--- src/rtl/alu_pkg.sv ---
// Shared opcode, state and width definitions for the ALU execution unit.
package alu_pkg;

  localparam int ALU_WIDTH = 32;

  localparam logic [3:0] OP_ADD  = 4'b0100;
  localparam logic [3:0] OP_SUB  = 4'b0101;
  localparam logic [3:0] OP_AINV = 4'b0110;
  localparam logic [3:0] OP_INC  = 4'b0111;
  localparam logic [3:0] OP_AND  = 4'b1001;
  localparam logic [3:0] OP_OR   = 4'b1010;
  localparam logic [3:0] OP_XOR  = 4'b1011;
  localparam logic [3:0] OP_MUL  = 4'b1100;

  typedef enum logic [1:0] {
    S_IDLE = 2'd0,
    S_MUL  = 2'd1,
    S_DONE = 2'd2
  } state_e;

endpackage

--- src/rtl/alu_core.sv ---
// Combinational single-cycle ALU ops; MUL is flagged as multi-cycle and
// left to the iterative datapath in the wrapper.
import alu_pkg::*;

module alu_core #(
  parameter int WIDTH = ALU_WIDTH
) (
  input  logic [WIDTH-1:0] a_i,
  input  logic [WIDTH-1:0] b_i,
  input  logic [3:0]       sel_i,
  output logic [WIDTH-1:0] result_o,
  output logic             carry_o,
  output logic             illegal_o,
  output logic             multi_o
);

  logic [WIDTH:0] sum, diff, inc;

  assign sum  = {1'b0, a_i} + {1'b0, b_i};
  // Top bit of the extended difference is the unsigned borrow.
  assign diff = {1'b0, a_i} - {1'b0, b_i};
  assign inc  = {1'b0, a_i} + {{WIDTH{1'b0}}, 1'b1};

  always_comb begin
    result_o  = '0;
    carry_o   = 1'b0;
    illegal_o = 1'b0;
    multi_o   = 1'b0;
    case (sel_i)
      OP_ADD:  begin result_o = sum[WIDTH-1:0];  carry_o = sum[WIDTH];  end
      OP_SUB:  begin result_o = diff[WIDTH-1:0]; carry_o = diff[WIDTH]; end
      OP_AINV: result_o = ~a_i;
      OP_INC:  begin result_o = inc[WIDTH-1:0];  carry_o = inc[WIDTH];  end
      OP_AND:  result_o = a_i & b_i;
      OP_OR:   result_o = a_i | b_i;
      OP_XOR:  result_o = a_i ^ b_i;
      OP_MUL:  multi_o = 1'b1;
      default: illegal_o = 1'b1;
    endcase
  end

endmodule

--- src/rtl/alu_exec_unit.sv ---
// Handshaked one-in-flight ALU wrapper: registered responses, single-cycle
// ops via alu_core, MUL via a WIDTH-cycle shift-add loop.
import alu_pkg::*;

module alu_exec_unit #(
  parameter int WIDTH = ALU_WIDTH,
  parameter int TAG_W = 4
) (
  input  logic             clk,
  input  logic             rst,
  input  logic             req_valid,
  output logic             req_ready,
  input  logic [WIDTH-1:0] req_a,
  input  logic [WIDTH-1:0] req_b,
  input  logic [3:0]       req_sel,
  input  logic [TAG_W-1:0] req_tag,
  output logic             rsp_valid,
  input  logic             rsp_ready,
  output logic [WIDTH-1:0] rsp_result,
  output logic             rsp_zero,
  output logic             rsp_carry,
  output logic             rsp_illegal,
  output logic [TAG_W-1:0] rsp_tag
);

  localparam int CW = $clog2(WIDTH + 1);

  state_e           state_q, state_d;
  logic [WIDTH-1:0] acc_q, acc_d, mcand_q, mcand_d, mplier_q, mplier_d;
  logic [CW-1:0]    cnt_q, cnt_d;
  logic [WIDTH-1:0] res_q, res_d;
  logic             zero_q, zero_d, carry_q, carry_d, illegal_q, illegal_d;
  logic [TAG_W-1:0] tag_q, tag_d;

  logic [WIDTH-1:0] core_res;
  logic             core_carry, core_illegal, core_multi;
  logic             accept;

  alu_core #(.WIDTH(WIDTH)) u_core (
    .a_i       (req_a),
    .b_i       (req_b),
    .sel_i     (req_sel),
    .result_o  (core_res),
    .carry_o   (core_carry),
    .illegal_o (core_illegal),
    .multi_o   (core_multi)
  );

  // DONE frees the slot in the same cycle the response is taken.
  assign req_ready = (state_q == S_IDLE) || (state_q == S_DONE && rsp_ready);
  assign accept    = req_valid && req_ready;

  always_comb begin
    state_d   = state_q;
    acc_d     = acc_q;
    mcand_d   = mcand_q;
    mplier_d  = mplier_q;
    cnt_d     = cnt_q;
    res_d     = res_q;
    zero_d    = zero_q;
    carry_d   = carry_q;
    illegal_d = illegal_q;
    tag_d     = tag_q;
    case (state_q)
      S_IDLE, S_DONE: begin
        if (accept) begin
          tag_d = req_tag;
          if (core_multi) begin
            state_d  = S_MUL;
            acc_d    = '0;
            cnt_d    = '0;
            mcand_d  = req_a;
            mplier_d = req_b;
          end else begin
            state_d   = S_DONE;
            res_d     = core_res;
            zero_d    = (core_res == '0);
            carry_d   = core_carry;
            illegal_d = core_illegal;
          end
        end else if (state_q == S_DONE && rsp_ready) begin
          state_d = S_IDLE;
        end
      end
      S_MUL: begin
        acc_d    = acc_q + (mplier_q[0] ? mcand_q : '0);
        mcand_d  = mcand_q << 1;
        mplier_d = mplier_q >> 1;
        cnt_d    = cnt_q + CW'(1);
        if (cnt_q == CW'(WIDTH - 1)) begin
          state_d   = S_DONE;
          res_d     = acc_d;
          zero_d    = (acc_d == '0);
          carry_d   = 1'b0;
          illegal_d = 1'b0;
        end
      end
      default: state_d = S_IDLE;
    endcase
  end

  always_ff @(posedge clk) begin
    if (rst) begin
      state_q   <= S_IDLE;
      acc_q     <= '0;
      mcand_q   <= '0;
      mplier_q  <= '0;
      cnt_q     <= '0;
      res_q     <= '0;
      zero_q    <= 1'b0;
      carry_q   <= 1'b0;
      illegal_q <= 1'b0;
      tag_q     <= '0;
    end else begin
      state_q   <= state_d;
      acc_q     <= acc_d;
      mcand_q   <= mcand_d;
      mplier_q  <= mplier_d;
      cnt_q     <= cnt_d;
      res_q     <= res_d;
      zero_q    <= zero_d;
      carry_q   <= carry_d;
      illegal_q <= illegal_d;
      tag_q     <= tag_d;
    end
  end

  assign rsp_valid   = (state_q == S_DONE);
  assign rsp_result  = res_q;
  assign rsp_zero    = zero_q;
  assign rsp_carry   = carry_q;
  assign rsp_illegal = illegal_q;
  assign rsp_tag     = tag_q;

endmodule

--- config.mk ---
export PLATFORM = sky130hd
export DESIGN_NAME = alu_exec_unit
export DESIGN_NICKNAME = d
export VERILOG_FILES = /design/src/rtl/alu_pkg.sv /design/src/rtl/alu_core.sv /design/src/rtl/alu_exec_unit.sv
export SDC_FILE = /design/constraint.sdc
export NUM_CORES = 1
export LEC_CHECK = 0
export ABC_AREA = 1
export CORE_AREA = 2 2 174 176
export CTS_CLUSTER_DIAMETER = 200
export DETAILED_ROUTE_END_ITERATION = 6
export DIE_AREA = 0 0 176 178
export GPL_TIMING_DRIVEN = 0
export PLACE_DENSITY = 0.74
export SETUP_SLACK_MARGIN = 0.1
export SLEW_MARGIN = 20
export SYNTH_ARGS = -nofsm -noshare
export SYNTH_HDL_FRONTEND = slang
export SYNTH_SLANG_ARGS = --single-unit
export TNS_END_PERCENT = 10
--- constraint.sdc ---
create_clock -name clk -period 3.4 [get_ports clk]
set_input_delay 0.68 -clock clk [delete_from_list [all_inputs] [get_ports clk]]
set_output_delay 0.68 -clock clk [all_outputs]
set_load 0.01 [all_outputs]
==> run metrics, run 1 <==
status complete, but fails checks; failing checks design-rule violations; PwrDens approximately 310 nW/um^2; setup TNS 0 ns; setup ws final about 0.053 ns; all-layer global routing usage between 40 and 50%; final setup violation count 0; Root Buffer clkbuf_16; R2R Path End rsp_zero$_SDFFE_PP0P_; total CTS buffers 17; first-pass GRT wire length 104000 um; commonest non-fill, non-tap cell in the layout nand2_1; RR Startpoint mplier_q[0]$_SDFFE_PP0P_; row count 63; port bufs approximately 120; Reg2Reg Depth 20; final WL approximately 71000 um; Synth Instances about 2800; unrepaired setup endpoints after global routing true; max-slew violations 0; DP Worst Slack -0.765 ns; syn nets 3022; Clk pin slew, worst setup/hold paths around 0.06 ns; Post-synth EDFFs 0; Crit Path Class in2reg; worst slew pin tran 1.14 ns; die height roughly 180 um; Vias/cell between 6 and 7; asr flop ratio synth 0%; Setup Skew 0.0116 ns; Static Leak between 0.009 and 0.01 uW; Final Critical Period roughly 3.3 ns; Crit path required time 3.79 ns; Unique masters post-synth 45; CP max FO 9; vias in the first global route approximately 18000; routability cong. roughly 1.0; r2r setup slk roughly 0.18 ns; critical path launch point type primary input; Clock Tree Buf Depth 2; antenna cells 0; Syn. warnings 0; WP data arrival approximately 3.7 ns; I/O pin total around 120; Sequential Area approximately 2900 um^2; Core ar. ~29000 um^2; remaining antenna violation count after routing 0; CTS tree built; DRT Pass-1 Iters 7; Multi-input gate area about 11000 um^2; Total Power ~5700 uW; initial antenna violation count 0; initial core utilization between 50 and 60%; Layout Cells excl Fill 3346; Worst slew margin between 20 and 25%; routed len/inst 21.3 um; Final nets between 3000 and 4000; htree depth 4; DRC Markers 3; Synth Area per Inst roughly 5.7 um^2; layout cells sized above 1 approximately 8.3%; DP Area 17500 um^2; Most used DFF post-synth dfxtp_1; vias post-DR between 20000 and 25000; CTS Sinks 143; Worst setup EP type register; synthesis-stage register bit count about 140; area grow syn2layout 16.7%; synthesized cell area about 16000 um^2; Die Wd approximately 180 um; VDD IR max between 0.0004 and 0.0005 V; Setup crit start req_a[15]; initial DRC count 3100; grt total ovfl 0; Min-Delay Path Class reg2reg; register area share after synthesis a little under a fifth; commonest cells after routing, fill and taps aside nand2_1 (846), inv_1 (421), nor2_1 (239), nand3_1 (228), a21oi_1 (172); Fmax ~300 MHz; final instance area approximately 19000 um^2; Die Area 31300 um^2; Hold Path Origin rsp_tag[3]$_SDFFE_PP0P_; Fin. Hold Viols 0; largest net degree at the start of global routing 17; number of cells after detailed placement 3310; placed wire-length estimate 57400 um; latest clock arrival within the worst-skew pair approximately 0.44 ns; critical path capture point rsp_zero$_SDFFE_PP0P_; Post-CTS Hold Fix Bufs 0; crit share post-route about 98%; Max Cap Violations 0; Filler Cell Count between 2000 and 3000
report_power, final:
part	internal, uW	switching, uW
clock network	1320	766
registers	1750	53.0
logic	576	1250
total	3640	2070
kinds of logic (layout without fill, tap and decap cells):
group | after synthesis | in the layout | share of synthesized area [%]
buffers and inverters | 543 | 694 | 13.4
DFF | 143 | 143 | 18.0
xor gates and xnor gates | 11 | 11 | 0.606
adders and majority gates | 141 | 141 | 11.2
and+or+nand+nor | 1502 | 1502 | 39.8
AOI/OAI and AO/OA | 465 | 465 | 16.9
critical path: stages:
cell and delay [ns]:
dlygate4sd2_1 0.38, inv_1 0.21, ha_1 0.32, buf_2 0.18, nor2_2 0.22, nand2_1 0.19
nor2_2 0.21, nand3_1 0.21, nand3_1 0.14, nand2_1 0.05, nand3_1 0.08, nand3_2 0.15
nor2_1 0.16, nand2_1 0.08, nor2_1 0.14, nand3_1 0.12, nand3_1 0.08, nand2_1 0.07
inv_1 0.05
repair_timing:
item / CTS / global route
pin swaps: 1 / 4
setup buffers: 1 / 4
setup endpoints to repair: 13 / 23
gates resized for setup: 83 / 115
cells in the mapped netlist, types with 6 or more instances:
| cell type | instances | share of area, % |
|---|---|---|
| nand3b_1 | 12 | 0.57 |
| nand2_1 | 864 | 20 |
| o221ai_1 | 32 | 1.8 |
| nand3_1 | 242 | 7.6 |
| a211oi_1 | 22 | 1.0 |
| o211ai_1 | 14 | 0.66 |
| nand4_1 | 42 | 1.7 |
| inv_1 | 428 | 10 |
| buf_2 | 46 | 1.4 |
| dfxtp_1 | 143 | 18 |
| nor3_1 | 20 | 0.63 |
| a31oi_1 | 41 | 1.6 |
| nor2_1 | 274 | 6.5 |
| o21bai_1 | 11 | 0.52 |
| o21ai_1 | 6 | 0.19 |
| xnor2_1 | 8 | 0.44 |
| ha_1 | 138 | 11 |
| o22ai_1 | 35 | 1.4 |
| clkbuf_1 | 43 | 1.0 |
| inv_2 | 10 | 0.24 |
| nor2_2 | 11 | 0.43 |
| a21oi_1 | 184 | 5.8 |
| nand2_2 | 8 | 0.31 |
| o21ai_0 | 112 | 3.5 |
how the worst min path moves through the flow:
stage / cells after the start / slack [ns] / endpoint
2_1_floorplan: 2 / 0.44 / mplier_q[31]$_SDFFE_PP0P_
3_3_place_gp: 2 / 0.45 / mplier_q[31]$_SDFFE_PP0P_
4_1_cts: 2 / 0.47 / rsp_tag[3]$_SDFFE_PP0P_
6_report: 2 / 0.47 / rsp_tag[3]$_SDFFE_PP0P_
5_1_grt: 2 / 0.49 / rsp_tag[3]$_SDFFE_PP0P_
3_5_place_dp: 2 / 0.46 / rsp_tag[0]$_SDFFE_PP0P_
state kept, by name, summed over array words and instances, names as in the netlist:
register and flops:
rsp_carry 1, acc_q 32, state_q 2, mplier_q 32, rsp_result 32, mcand_q 32, rsp_illegal 1, rsp_zero 1
rsp_tag 4, cnt_q 6
layer usage:
metal	global-route usage, %	routed length, um	vias to the layer above
li1	-	-	9345
met1	57.6	28100	9261
met2	67.1	29200	1433
met3	10.8	9100	297
met4	23.8	4730	0
met5	0	0	-
metrics by stage:
step           hold slack [ns]  utilization [%]
6_report                 0.468             63.1
5_1_grt                  0.488             63.1
4_1_cts                  0.470             62.1
3_5_place_dp             0.461             59.6
3_3_place_gp             0.446             59.6
2_1_floorplan            0.437                -
layout make-up:
class                      instances  area share [%]
buffer                           103            2.75
sequential                       143            15.4
timing repair buffer             120            6.20
tap                              390            2.63
clock buffer                      21            2.43
inverter                         440            8.92
clock inverter                    10            1.00
multi-input combinational       2119            60.6
Power figures use the tool's default switching activity.
==> inputs of run 2 (changes only) <==
- RECOVER_POWER: unset -> 25
- SKIP_LAST_GASP: unset -> 1
==> run metrics, run 2 (synthesis gave the netlist of run 1 again) <==
Fin. Hold Viols 0; I/O pin total 117; first-pass GRT wire length ~100000 um; CTS tree built; total CTS buffers 17; htree depth 4; M2 GR Usage 67.1%; largest net degree at the start of global routing 17; Die Area roughly 31000 um^2; Min-Delay Path Class reg2reg; CP max FO 8; met3 Usage GRT between 10% and 20%; Sequential Area about 2900 um^2; grt met1 use roughly 58%; critical path's most frequent cell nand2_1; initial core utilization 54.1%; status complete, but fails checks; max incr delay on CP between 0.5 and 0.6 ns; final instance area 18500 um^2; unrepaired setup endpoints after global routing true; worst slew pin tran ~1.1 ns; Core ar. approximately 30000 um^2; Max Cap Violations 0; area grow syn2layout 16.5%; DRC Markers 3; WP data arrival 3.73 ns; Worst slew margin between 20 and 25%; initial DRC count between 2000 and 3000; Vias/cell roughly 6.1; die height around 180 um; grt total ovfl 0; max-slew violations 0; routed len/inst about 21 um; CTS Sinks 143; slowest cell on the critical path clkdlybuf4s50_1; Crit path required time approximately 3.8 ns; Final Critical Period roughly 3.3 ns; Crit Path Class in2reg; final WL slightly above 70000 um; failing checks design-rule violations; Clk pin slew, worst setup/hold paths 0.06 ns; vias in the first global route 18126; commonest cells after routing, fill and taps aside nand2_1 (847), inv_1 (421), nor2_1 (243), nand3_1 (229), a21oi_1 (173); latest clock arrival within the worst-skew pair around 0.44 ns; Root Buffer clkbuf_16; Static Leak roughly 0.0094 uW; Final nets 3161; Fmax 299 MHz; Multi-input gate area between 10000 and 15000 um^2; vias post-DR between 20000 and 25000; all-layer global routing usage 44.1%; layout cells sized above 1 8.02%; Worst setup EP type register; DRT Pass-1 Iters 7; commonest non-fill, non-tap cell in the layout nand2_1; DP Area around 18000 um^2; crit share post-route 98.4%; Clock Tree Buf Depth 2; port bufs 115; PwrDens 307 nW/um^2; VDD IR max between 0.0004 and 0.0005 V; critical path launch point type primary input; final setup violation count 0; Die Wd 176 um; Filler Cell Count 2930; final core utilization 63.0%; CP cell instances clkdlybuf4s50_1 > inv_1 > ha_1 > buf_2 > nor2_1 > nand2_1 > inv_1 > nand2_1 > nand2_1 > nand2_1 > nand2_1 > nand2_1 > nand3_1 > nand4_1 > nor2_1 > nand3_2 > nor2_1 > nand3_1 > nand3_1 > nand2_1 > inv_1; row count 63; antenna cells 0; remaining antenna violation count after routing 0; Setup Skew 0.0122 ns; placed wire-length estimate approximately 57000 um; grt peak-use layer met2; initial antenna violation count 0; routability cong. 1.04
[run 2: cell count changes in the layout (fill, tap and decap cells not counted), sizes merged]
cell / change
dlygate4sd2: +1
clkbuf: +2
dlymetal6s2s: -1
buf: -3
clkdlybuf4s50: -41
dlygate4sd3: +42
[run 2: path summary, 6_finish.rpt]
kind / slack [ns] / cells past startpoint / start / endpoint
max: 0.05 / 21 / req_b[3] / rsp_zero$_SDFFE_PP0P_
min: 0.46 / 2 / rsp_tag[3]$_SDFFE_PP0P_ / rsp_tag[3]$_SDFFE_PP0P_
max reg2reg: 0.09 / 20 / mplier_q[0]$_SDFFE_PP0P_ / rsp_zero$_SDFFE_PP0P_
min reg2reg: 0.46 / 2 / rsp_tag[3]$_SDFFE_PP0P_ / rsp_tag[3]$_SDFFE_PP0P_
[run 2: cell type report]
| type | count | share of cell area, % |
|---|---|---|
| buffer | 103 | 2.76 |
| clock buffer | 21 | 2.43 |
| clock inverter | 10 | 1.01 |
| inverter | 440 | 8.94 |
| multi-input combinational | 2119 | 60.6 |
| sequential | 143 | 15.5 |
| tap | 390 | 2.63 |
| timing repair buffer | 120 | 6.22 |
[run 2: routing by layer]
layer	vias up	part of all wire, %	wire length, um
met1	9186	39	27700
met4	0	6.6	4710
met2	1481	41	29200
met3	278	13	9280
li1	9353	-	-
met5	-	0	0
[run 2: power by group]
part	switching (uW)	internal [uW]
clock network	760	1320
registers	51.1	1750
logic	1250	558
total	2060	3620
[run 2: through the flow]
stage          setup TNS [ns]  hold WS, ns  setup WS, ns  std cells  total power [uW]
6_report                    0        0.464        0.0530       3346              5680
5_1_grt               -0.0147        0.485       -0.0147       3346              5870
4_1_cts                     0        0.470         0.101       3342              5530
3_5_place_dp           -11.00        0.461        -0.765       3310              3510
3_3_place_gp            -9.85        0.446        -0.753       3310              3490
2_1_floorplan               0        0.437         0.758       2805              2820
[run 2: timing repair]
action | in CTS | in global routing
hold buffers | 0 | 0
gates resized for setup | 83 | 101
setup buffers | 1 | 4
pin swaps | 1 | 3
hold endpoints to repair | 0 | 0
setup endpoints to repair | 13 | 23
[run 2: critical path: cells and delay by family]
kind                       cells  cell delay [ns]
and+or+nand+nor               15             1.83
buffers and inverters          5             0.95
adders and majority gates      1             0.27
